<file path="config.mk">
export PLATFORM = sky130hd
export DESIGN_NAME = video_pattern_gen_flat
export DESIGN_NICKNAME = d
export VERILOG_FILES = /design/src/rtl/video_pattern_gen_if.sv /design/src/rtl/video_pattern_gen.sv /design/src/flat_wrapper.sv
export SDC_FILE = /design/constraint.sdc
export NUM_CORES = 1
export LEC_CHECK = 0
export ABC_AREA = 1
export BUFFER_PORTS_ARGS = -buffer_cell sky130_fd_sc_hd__buf_2
export CAP_MARGIN = 10
export CORE_UTILIZATION = 36
export DETAILED_ROUTE_END_ITERATION = 10
export PLACE_DENSITY_LB_ADDON = 0.25
export SYNTH_ARGS = -nofsm -noshare
export SYNTH_HDL_FRONTEND = slang
export SYNTH_SLANG_ARGS = --single-unit
</file>
<file path="constraint.sdc">
create_clock -name i_pixclk -period 9.2 [get_ports i_pixclk]
set_clock_uncertainty 0.1 [all_clocks]
set_input_delay 1.38 -clock i_pixclk [delete_from_list [all_inputs] [get_ports i_pixclk]]
set_output_delay 1.38 -clock i_pixclk [all_outputs]
set_load 0.05 [all_outputs]
</file>
<file path="src/rtl/video_pattern_gen_if.sv">
// Video pattern generator signal bundle: mode/colour controls in, sync/DE/RGB timing out.
// The master modport is the generator side; the slave modport is the consumer/driver side.
interface video_pattern_gen_if;
  logic [1:0]  i_mode;
  logic [23:0] i_solid_rgb;
  logic        o_hsync;
  logic        o_vsync;
  logic        o_de;
  logic [23:0] o_rgb;
  logic        o_frame_start;

  modport master (
    input  i_mode, i_solid_rgb,
    output o_hsync, o_vsync, o_de, o_rgb, o_frame_start
  );

  modport slave (
    output i_mode, i_solid_rgb,
    input  o_hsync, o_vsync, o_de, o_rgb, o_frame_start
  );
endinterface

</file>
<file path="src/rtl/video_pattern_gen.sv">
// Video timing + test pattern generator (bars, ramp, grid, solid), all outputs registered.
// Optional macro VIDEO_PATTERN_SCROLL_EN: bars scroll left one pixel per frame.
module video_pattern_gen #(
  parameter int H_ACTIVE      = 1280,
  parameter int H_FP          = 110,
  parameter int H_SYNC        = 40,
  parameter int H_BP          = 220,
  parameter int V_ACTIVE      = 720,
  parameter int V_FP          = 5,
  parameter int V_SYNC        = 5,
  parameter int V_BP          = 20,
  parameter bit HS_POL        = 1'b1,
  parameter bit VS_POL        = 1'b1,
  parameter int NUM_BARS      = 8,
  parameter int ROTATE_FRAMES = 120
) (
  input logic                 i_pixclk,
  input logic                 i_reset,
  video_pattern_gen_if.master vid
);

  localparam int H_TOTAL = H_ACTIVE + H_FP + H_SYNC + H_BP;
  localparam int V_TOTAL = V_ACTIVE + V_FP + V_SYNC + V_BP;
  localparam int HW      = $clog2(H_TOTAL + 1);
  localparam int VW      = $clog2(V_TOTAL + 1);
  localparam int BW      = H_ACTIVE / NUM_BARS;
  localparam int CW      = $clog2(BW + 1);
  localparam int FW      = $clog2(ROTATE_FRAMES + 1);

  typedef struct packed {
    logic [2:0]    bar;
    logic [CW-1:0] cnt;
  } bar_pos_t;

  function automatic logic [23:0] palette(input logic [2:0] idx);
    logic [23:0] c;
    case (idx)
      3'd0:    c = 24'hFFFFFF;
      3'd1:    c = 24'h00FFFF;
      3'd2:    c = 24'hFFFF00;
      3'd3:    c = 24'h00FF00;
      3'd4:    c = 24'hFF00FF;
      3'd5:    c = 24'h0000FF;
      3'd6:    c = 24'hFF0000;
      default: c = 24'h000000;
    endcase
    return c;
  endfunction

  // Advance one pixel; the last bar saturates and absorbs the remainder.
  function automatic bar_pos_t bar_step(input bar_pos_t p);
    bar_pos_t n;
    n = p;
    if (p.bar != 3'(NUM_BARS - 1)) begin
      if (p.cnt == CW'(BW - 1)) begin
        n.bar = p.bar + 3'd1;
        n.cnt = '0;
      end else begin
        n.cnt = p.cnt + CW'(1);
      end
    end
    return n;
  endfunction

  logic [HW-1:0] h_q, h_d;
  logic [VW-1:0] v_q, v_d;
  logic [FW-1:0] fcnt_q, fcnt_d;
  logic [2:0]    rot_q, rot_d;
  bar_pos_t      pos_q, pos_d;
  logic [1:0]    mode_q, mode_d;
  logic [23:0]   solid_q, solid_d;

  logic          hsync_q, vsync_q, de_q, fs_q;
  logic          hsync_d, vsync_d, de_d, fs_d;
  logic [23:0]   rgb_q, rgb_d;

  logic          line_end, frame_end, first_px;
  logic [1:0]    mode_eff;
  logic [23:0]   solid_eff;
  logic [7:0]    h_lo;
  logic [3:0]    v_lo;

`ifdef VIDEO_PATTERN_SCROLL_EN
  localparam int XW = $clog2(H_ACTIVE + 1);
  logic [XW-1:0] off_q, off_d, col_q, col_d;
  bar_pos_t      off_pos_q, off_pos_d;
`endif

  assign line_end  = (h_q == HW'(H_TOTAL - 1));
  assign frame_end = line_end && (v_q == VW'(V_TOTAL - 1));
  assign first_px  = (h_q == '0) && (v_q == '0);
  // Controls presented at the first pixel apply to that whole frame.
  assign mode_eff  = first_px ? vid.i_mode      : mode_q;
  assign solid_eff = first_px ? vid.i_solid_rgb : solid_q;
  assign h_lo      = 8'(h_q);
  assign v_lo      = 4'(v_q);

  always_comb begin
    h_d     = line_end ? '0 : h_q + HW'(1);
    v_d     = v_q;
    fcnt_d  = fcnt_q;
    rot_d   = rot_q;
    mode_d  = mode_eff;
    solid_d = solid_eff;
    pos_d   = pos_q;
    if (line_end) v_d = frame_end ? '0 : v_q + VW'(1);
    if (frame_end) begin
      if (fcnt_q == FW'(ROTATE_FRAMES - 1)) begin
        fcnt_d = '0;
        rot_d  = rot_q + 3'd1;
      end else begin
        fcnt_d = fcnt_q + FW'(1);
      end
    end
`ifdef VIDEO_PATTERN_SCROLL_EN
    off_d     = off_q;
    off_pos_d = off_pos_q;
    col_d     = col_q;
    if (frame_end) begin
      if (off_q == XW'(H_ACTIVE - 1)) begin
        off_d     = '0;
        off_pos_d = '0;
      end else begin
        off_d     = off_q + XW'(1);
        off_pos_d = bar_step(off_pos_q);
      end
    end
    // Each line starts at the scrolled column and wraps back to bar 0 at the right edge.
    if (line_end) begin
      col_d = off_d;
      pos_d = off_pos_d;
    end else if (h_q < HW'(H_ACTIVE)) begin
      if (col_q == XW'(H_ACTIVE - 1)) begin
        col_d = '0;
        pos_d = '0;
      end else begin
        col_d = col_q + XW'(1);
        pos_d = bar_step(pos_q);
      end
    end
`else
    if (line_end) begin
      pos_d = '0;
    end else if (h_q < HW'(H_ACTIVE)) begin
      pos_d = bar_step(pos_q);
    end
`endif
  end

  always_comb begin
    hsync_d = ((h_q >= HW'(H_ACTIVE + H_FP)) && (h_q < HW'(H_ACTIVE + H_FP + H_SYNC)))
              ? HS_POL : ~HS_POL;
    vsync_d = ((v_q >= VW'(V_ACTIVE + V_FP)) && (v_q < VW'(V_ACTIVE + V_FP + V_SYNC)))
              ? VS_POL : ~VS_POL;
    de_d    = (h_q < HW'(H_ACTIVE)) && (v_q < VW'(V_ACTIVE));
    fs_d    = first_px;
    rgb_d   = '0;
    if (de_d) begin
      case (mode_eff)
        2'd0:    rgb_d = palette(pos_q.bar + rot_q);
        2'd1:    rgb_d = {h_lo, h_lo, h_lo};
        2'd2:    rgb_d = ((h_lo[3:0] == 4'd0) || (v_lo == 4'd0)) ? 24'hFFFFFF : 24'h000000;
        default: rgb_d = solid_eff;
      endcase
    end
  end

  always_ff @(posedge i_pixclk or posedge i_reset) begin
    if (i_reset) begin
      h_q       <= '0;
      v_q       <= '0;
      fcnt_q    <= '0;
      rot_q     <= '0;
      pos_q     <= '0;
      mode_q    <= '0;
      solid_q   <= '0;
      hsync_q   <= ~HS_POL;
      vsync_q   <= ~VS_POL;
      de_q      <= 1'b0;
      fs_q      <= 1'b0;
      rgb_q     <= '0;
`ifdef VIDEO_PATTERN_SCROLL_EN
      off_q     <= '0;
      off_pos_q <= '0;
      col_q     <= '0;
`endif
    end else begin
      h_q       <= h_d;
      v_q       <= v_d;
      fcnt_q    <= fcnt_d;
      rot_q     <= rot_d;
      pos_q     <= pos_d;
      mode_q    <= mode_d;
      solid_q   <= solid_d;
      hsync_q   <= hsync_d;
      vsync_q   <= vsync_d;
      de_q      <= de_d;
      fs_q      <= fs_d;
      rgb_q     <= rgb_d;
`ifdef VIDEO_PATTERN_SCROLL_EN
      off_q     <= off_d;
      off_pos_q <= off_pos_d;
      col_q     <= col_d;
`endif
    end
  end

  assign vid.o_hsync       = hsync_q;
  assign vid.o_vsync       = vsync_q;
  assign vid.o_de          = de_q;
  assign vid.o_rgb         = rgb_q;
  assign vid.o_frame_start = fs_q;

endmodule

</file>
<file path="src/flat_wrapper.sv">
// flat-port wrapper written by rule: the top's interface ports become plain ports
module video_pattern_gen_flat 
#(
  parameter int H_ACTIVE      = 1280,
  parameter int H_FP          = 110,
  parameter int H_SYNC        = 40,
  parameter int H_BP          = 220,
  parameter int V_ACTIVE      = 720,
  parameter int V_FP          = 5,
  parameter int V_SYNC        = 5,
  parameter int V_BP          = 20,
  parameter bit HS_POL        = 1'b1,
  parameter bit VS_POL        = 1'b1,
  parameter int NUM_BARS      = 8,
  parameter int ROTATE_FRAMES = 120
)
  (i_pixclk, i_reset, vid_i_mode, vid_i_solid_rgb, vid_o_hsync, vid_o_vsync, vid_o_de, vid_o_rgb, vid_o_frame_start);
  video_pattern_gen_if vid_i ();
  input logic i_pixclk;
  input logic i_reset;
  input wire logic [$bits(vid_i.i_mode)-1:0] vid_i_mode;
  input wire logic [$bits(vid_i.i_solid_rgb)-1:0] vid_i_solid_rgb;
  output wire logic [$bits(vid_i.o_hsync)-1:0] vid_o_hsync;
  output wire logic [$bits(vid_i.o_vsync)-1:0] vid_o_vsync;
  output wire logic [$bits(vid_i.o_de)-1:0] vid_o_de;
  output wire logic [$bits(vid_i.o_rgb)-1:0] vid_o_rgb;
  output wire logic [$bits(vid_i.o_frame_start)-1:0] vid_o_frame_start;
  assign vid_i.i_mode = vid_i_mode;
  assign vid_i.i_solid_rgb = vid_i_solid_rgb;
  assign vid_o_hsync = vid_i.o_hsync;
  assign vid_o_vsync = vid_i.o_vsync;
  assign vid_o_de = vid_i.o_de;
  assign vid_o_rgb = vid_i.o_rgb;
  assign vid_o_frame_start = vid_i.o_frame_start;
  video_pattern_gen #(.H_ACTIVE(H_ACTIVE), .H_FP(H_FP), .H_SYNC(H_SYNC), .H_BP(H_BP), .V_ACTIVE(V_ACTIVE), .V_FP(V_FP), .V_SYNC(V_SYNC), .V_BP(V_BP), .HS_POL(HS_POL), .VS_POL(VS_POL), .NUM_BARS(NUM_BARS), .ROTATE_FRAMES(ROTATE_FRAMES)) u_core (.i_pixclk(i_pixclk), .i_reset(i_reset), .vid(vid_i));
endmodule
</file>
==> metrics <==
number of synthesized flops with an enable pin=0; Hold WC Path Type=register to register; crit share post-route=0.274; die area=around 0.014 mm^2; clock root cell=clkbuf_16; largest net degree at the start of global routing=52; #FFs+latches synth=96; I/O pins=56; # rows=41; Yosys warning total=0; critical path type=register to register; critical path fanouts, max=27; Max Cap Violations=0; Die Y=117 um; post-CTS setup buffer count=0; WP buf/inv=2; core area=~0.013 mm^2; First DRT Iteration DRCs=242; CP Cell Sequence=inv_1 -> ha_1 -> nand2_1 -> nor2_2 -> nand3_4 -> inv_2 -> nand2_1 -> nand2_1 -> o21ai_1 -> nor2_1; H-Tree Depth=3; fmax=between 300 and 400 MHz; Top Family by Delay on Critical Path=simple AND/OR/NAND/NOR gates; Post-Synthesis Cell Area=0.00473 mm^2; fraction of layout cells with a size suffix above 1=0.166; Seq/Total Area, Yosys=0.508; Ant. Diodes=0; asr flop ratio synth=1.00; CP required=9.37 ns; total CTS buffers=9; unrepaired setup endpoints after global routing=false; Leak=2.73 nW; list of most frequent post-synthesis cells=nand2_1, dfrtp_1, nor2_1; number of antenna violations at the first check in global routing=0; wire per inst=12.9 um; top-count cell post-synth=nand2_1; Critical Path Source Type=register; vias after detailed routing=3,727; top cells by area, synth=dfrtp_1, nand2_1, nor2_1; crit-path most repeated cell=nand2_1; Final Hold Fails=0; post-synth cell types=40; All-Layer GR Usage=0.166; Synth Net Count=608; Tmin final=~2.5 ns; cell count of the worst hold path=2; Post-Syn Instances=between 500 and 600; Yosys top cell by area=dfrtp_1; Final GP Congestion=0.914; crit end category=register; WP depth=10; worst skew pair latency=0.34 ns; DRT antenna net count=0; Clock Tree Buf Depth=2; Hold Buf Count CTS=0; CTS Sinks=96; final setup fails=0; Synth Flop Type=dfrtp_1; DP Worst Slack=6.49 ns; post-route setup slack=about 6.7 ns; Max transition margin=0.599; Pwr per Cell Area=168 mW/mm^2; vias in the first global route=3,640; Initial Util=0.372; worst-margin pin slew=~0.60 ns; nets@finish=around 660; status=completed; drt via density=approximately 4.7; DR pass1 iterations=4; DPL Wire Length=7.30 mm; Setup TNS=0 ns; crit-path max cell delay=0.47 ns; die width=117 um; top-area cell type share of the netlist area=0.508; Slowest cell on crit path=inv_2; total gr overflow=0; final wirelength=10.3 mm; first-pass GRT wire length=17.4 mm; clk slew on worst S/H paths=0.07 ns; synthesized area per cell=8.36 um^2; Peak VDD IR=between 0.08 and 0.09 mV; post-cts resize count=0; crit path DAT=2.70 ns; Max Slew Vio Count=0; total power=between 0.9 and 1 mW; I/O Buffers=55; CTS tree=yes; P&R area growth vs syn=15.2%; cells on worst reg2reg path=10; DRC=0
==> layer usage <==
layer,up-vias,part of all wire,GRT usage
met4,0,0.0032,0.0532
met2,77,0.46,0.272
met1,1726,0.49,0.219
li1,1922,-,-
met5,-,0,0
met3,2,0.045,0.0337
==> sequential cells by signal, indices dropped and copies added, names as in the netlist <==
signal,count
u_core.fcnt_q,7
u_core.h_q,11
u_core.mode_q,2
u_core.pos_q,11
u_core.rot_q,3
u_core.solid_q,24
u_core.v_q,10
u_core.vid.o_de,1
u_core.vid.o_frame_start,1
u_core.vid.o_hsync,1
u_core.vid.o_rgb,24
u_core.vid.o_vsync,1
==> kinds of logic after synthesis <==
logic type,Yosys count,share of synthesized area
AOI/OAI and AO/OA,65,0.0756
buffers and inverters,72,0.0666
adders and majority gates,14,0.0386
and+or+nand+nor,306,0.287
DFF,96,0.508
xor gates and xnor gates,13,0.0241
==> stage by stage <==
step           instance area [um^2]  hold WS, ns  cells   util
2_1_floorplan                  4730        0.340    566      -
6_report                       5450        0.374    798  0.429
5_1_grt                        5450        0.394    798  0.429
3_5_place_dp                   5150        0.359    782  0.405
3_3_place_gp                   5150        0.359    782  0.405
4_1_cts                        5450        0.376    798  0.429
==> worst paths after layout <==
check	end	slack (ns)	start
worst min-delay path	u_core.solid_q[23]	0.37	u_core.solid_q[23]
worst min register to register	u_core.solid_q[23]	0.37	u_core.solid_q[23]
worst max register to register	u_core.vid.o_rgb[11]	6.68	u_core.v_q[1]
max in group asynchronous	u_core.v_q[6]	6.97	i_reset
worst max-delay path	u_core.vid.o_rgb[11]	6.68	u_core.v_q[1]
min in group asynchronous	u_core.solid_q[12]	1.01	i_reset
==> worst reg2reg max path, cell delays in order, from the launching register on <==
cell and delay [ns]:
dfrtp_1 0.38, inv_1 0.17, ha_1 0.19, nand2_1 0.13, nor2_2 0.23, nand3_4 0.32, inv_2 0.48, nand2_1 0.15
nand2_1 0.11, o21ai_1 0.07, nor2_1 0.13
==> area by class of cell <==
| class | instances | area [um^2] |
|---|---|---|
| fill | 1318 | 7270 |
| multi-input combinational | 398 | 2010 |
| timing repair buffer | 57 | 290 |
| clock buffer | 10 | 229 |
| inverter | 59 | 224 |
| sequential | 96 | 2400 |
| clock inverter | 6 | 76.3 |
| tap | 172 | 215 |
==> power by group <==
part	total [mW]	switching [mW]	internal (mW)
Sequential	0.443	0.00475	0.438
Clock	0.381	0.166	0.215
Combinational	0.0939	0.0727	0.0213
Total	0.918	0.244	0.674
==> cells in the final DEF (no fill, tap or decap), types with 2 or more instances in the layout <==
cell,n
o21ai_0,21
nand4_1,12
inv_1,51
nand2_2,6
o21ai_1,20
nor4_1,2
clkbuf_16,9
nand2_4,2
inv_2,7
nor3_1,8
ha_1,13
nor2_2,6
nor2_1,79
nand3_1,34
a31oi_1,2
buf_2,55
a21oi_1,14
nor2_4,4
clkinv_4,3
buf_4,2
xor2_1,9
dfrtp_1,96
nand2_1,146
xnor2_1,4
(Power assumes the default switching activity.)
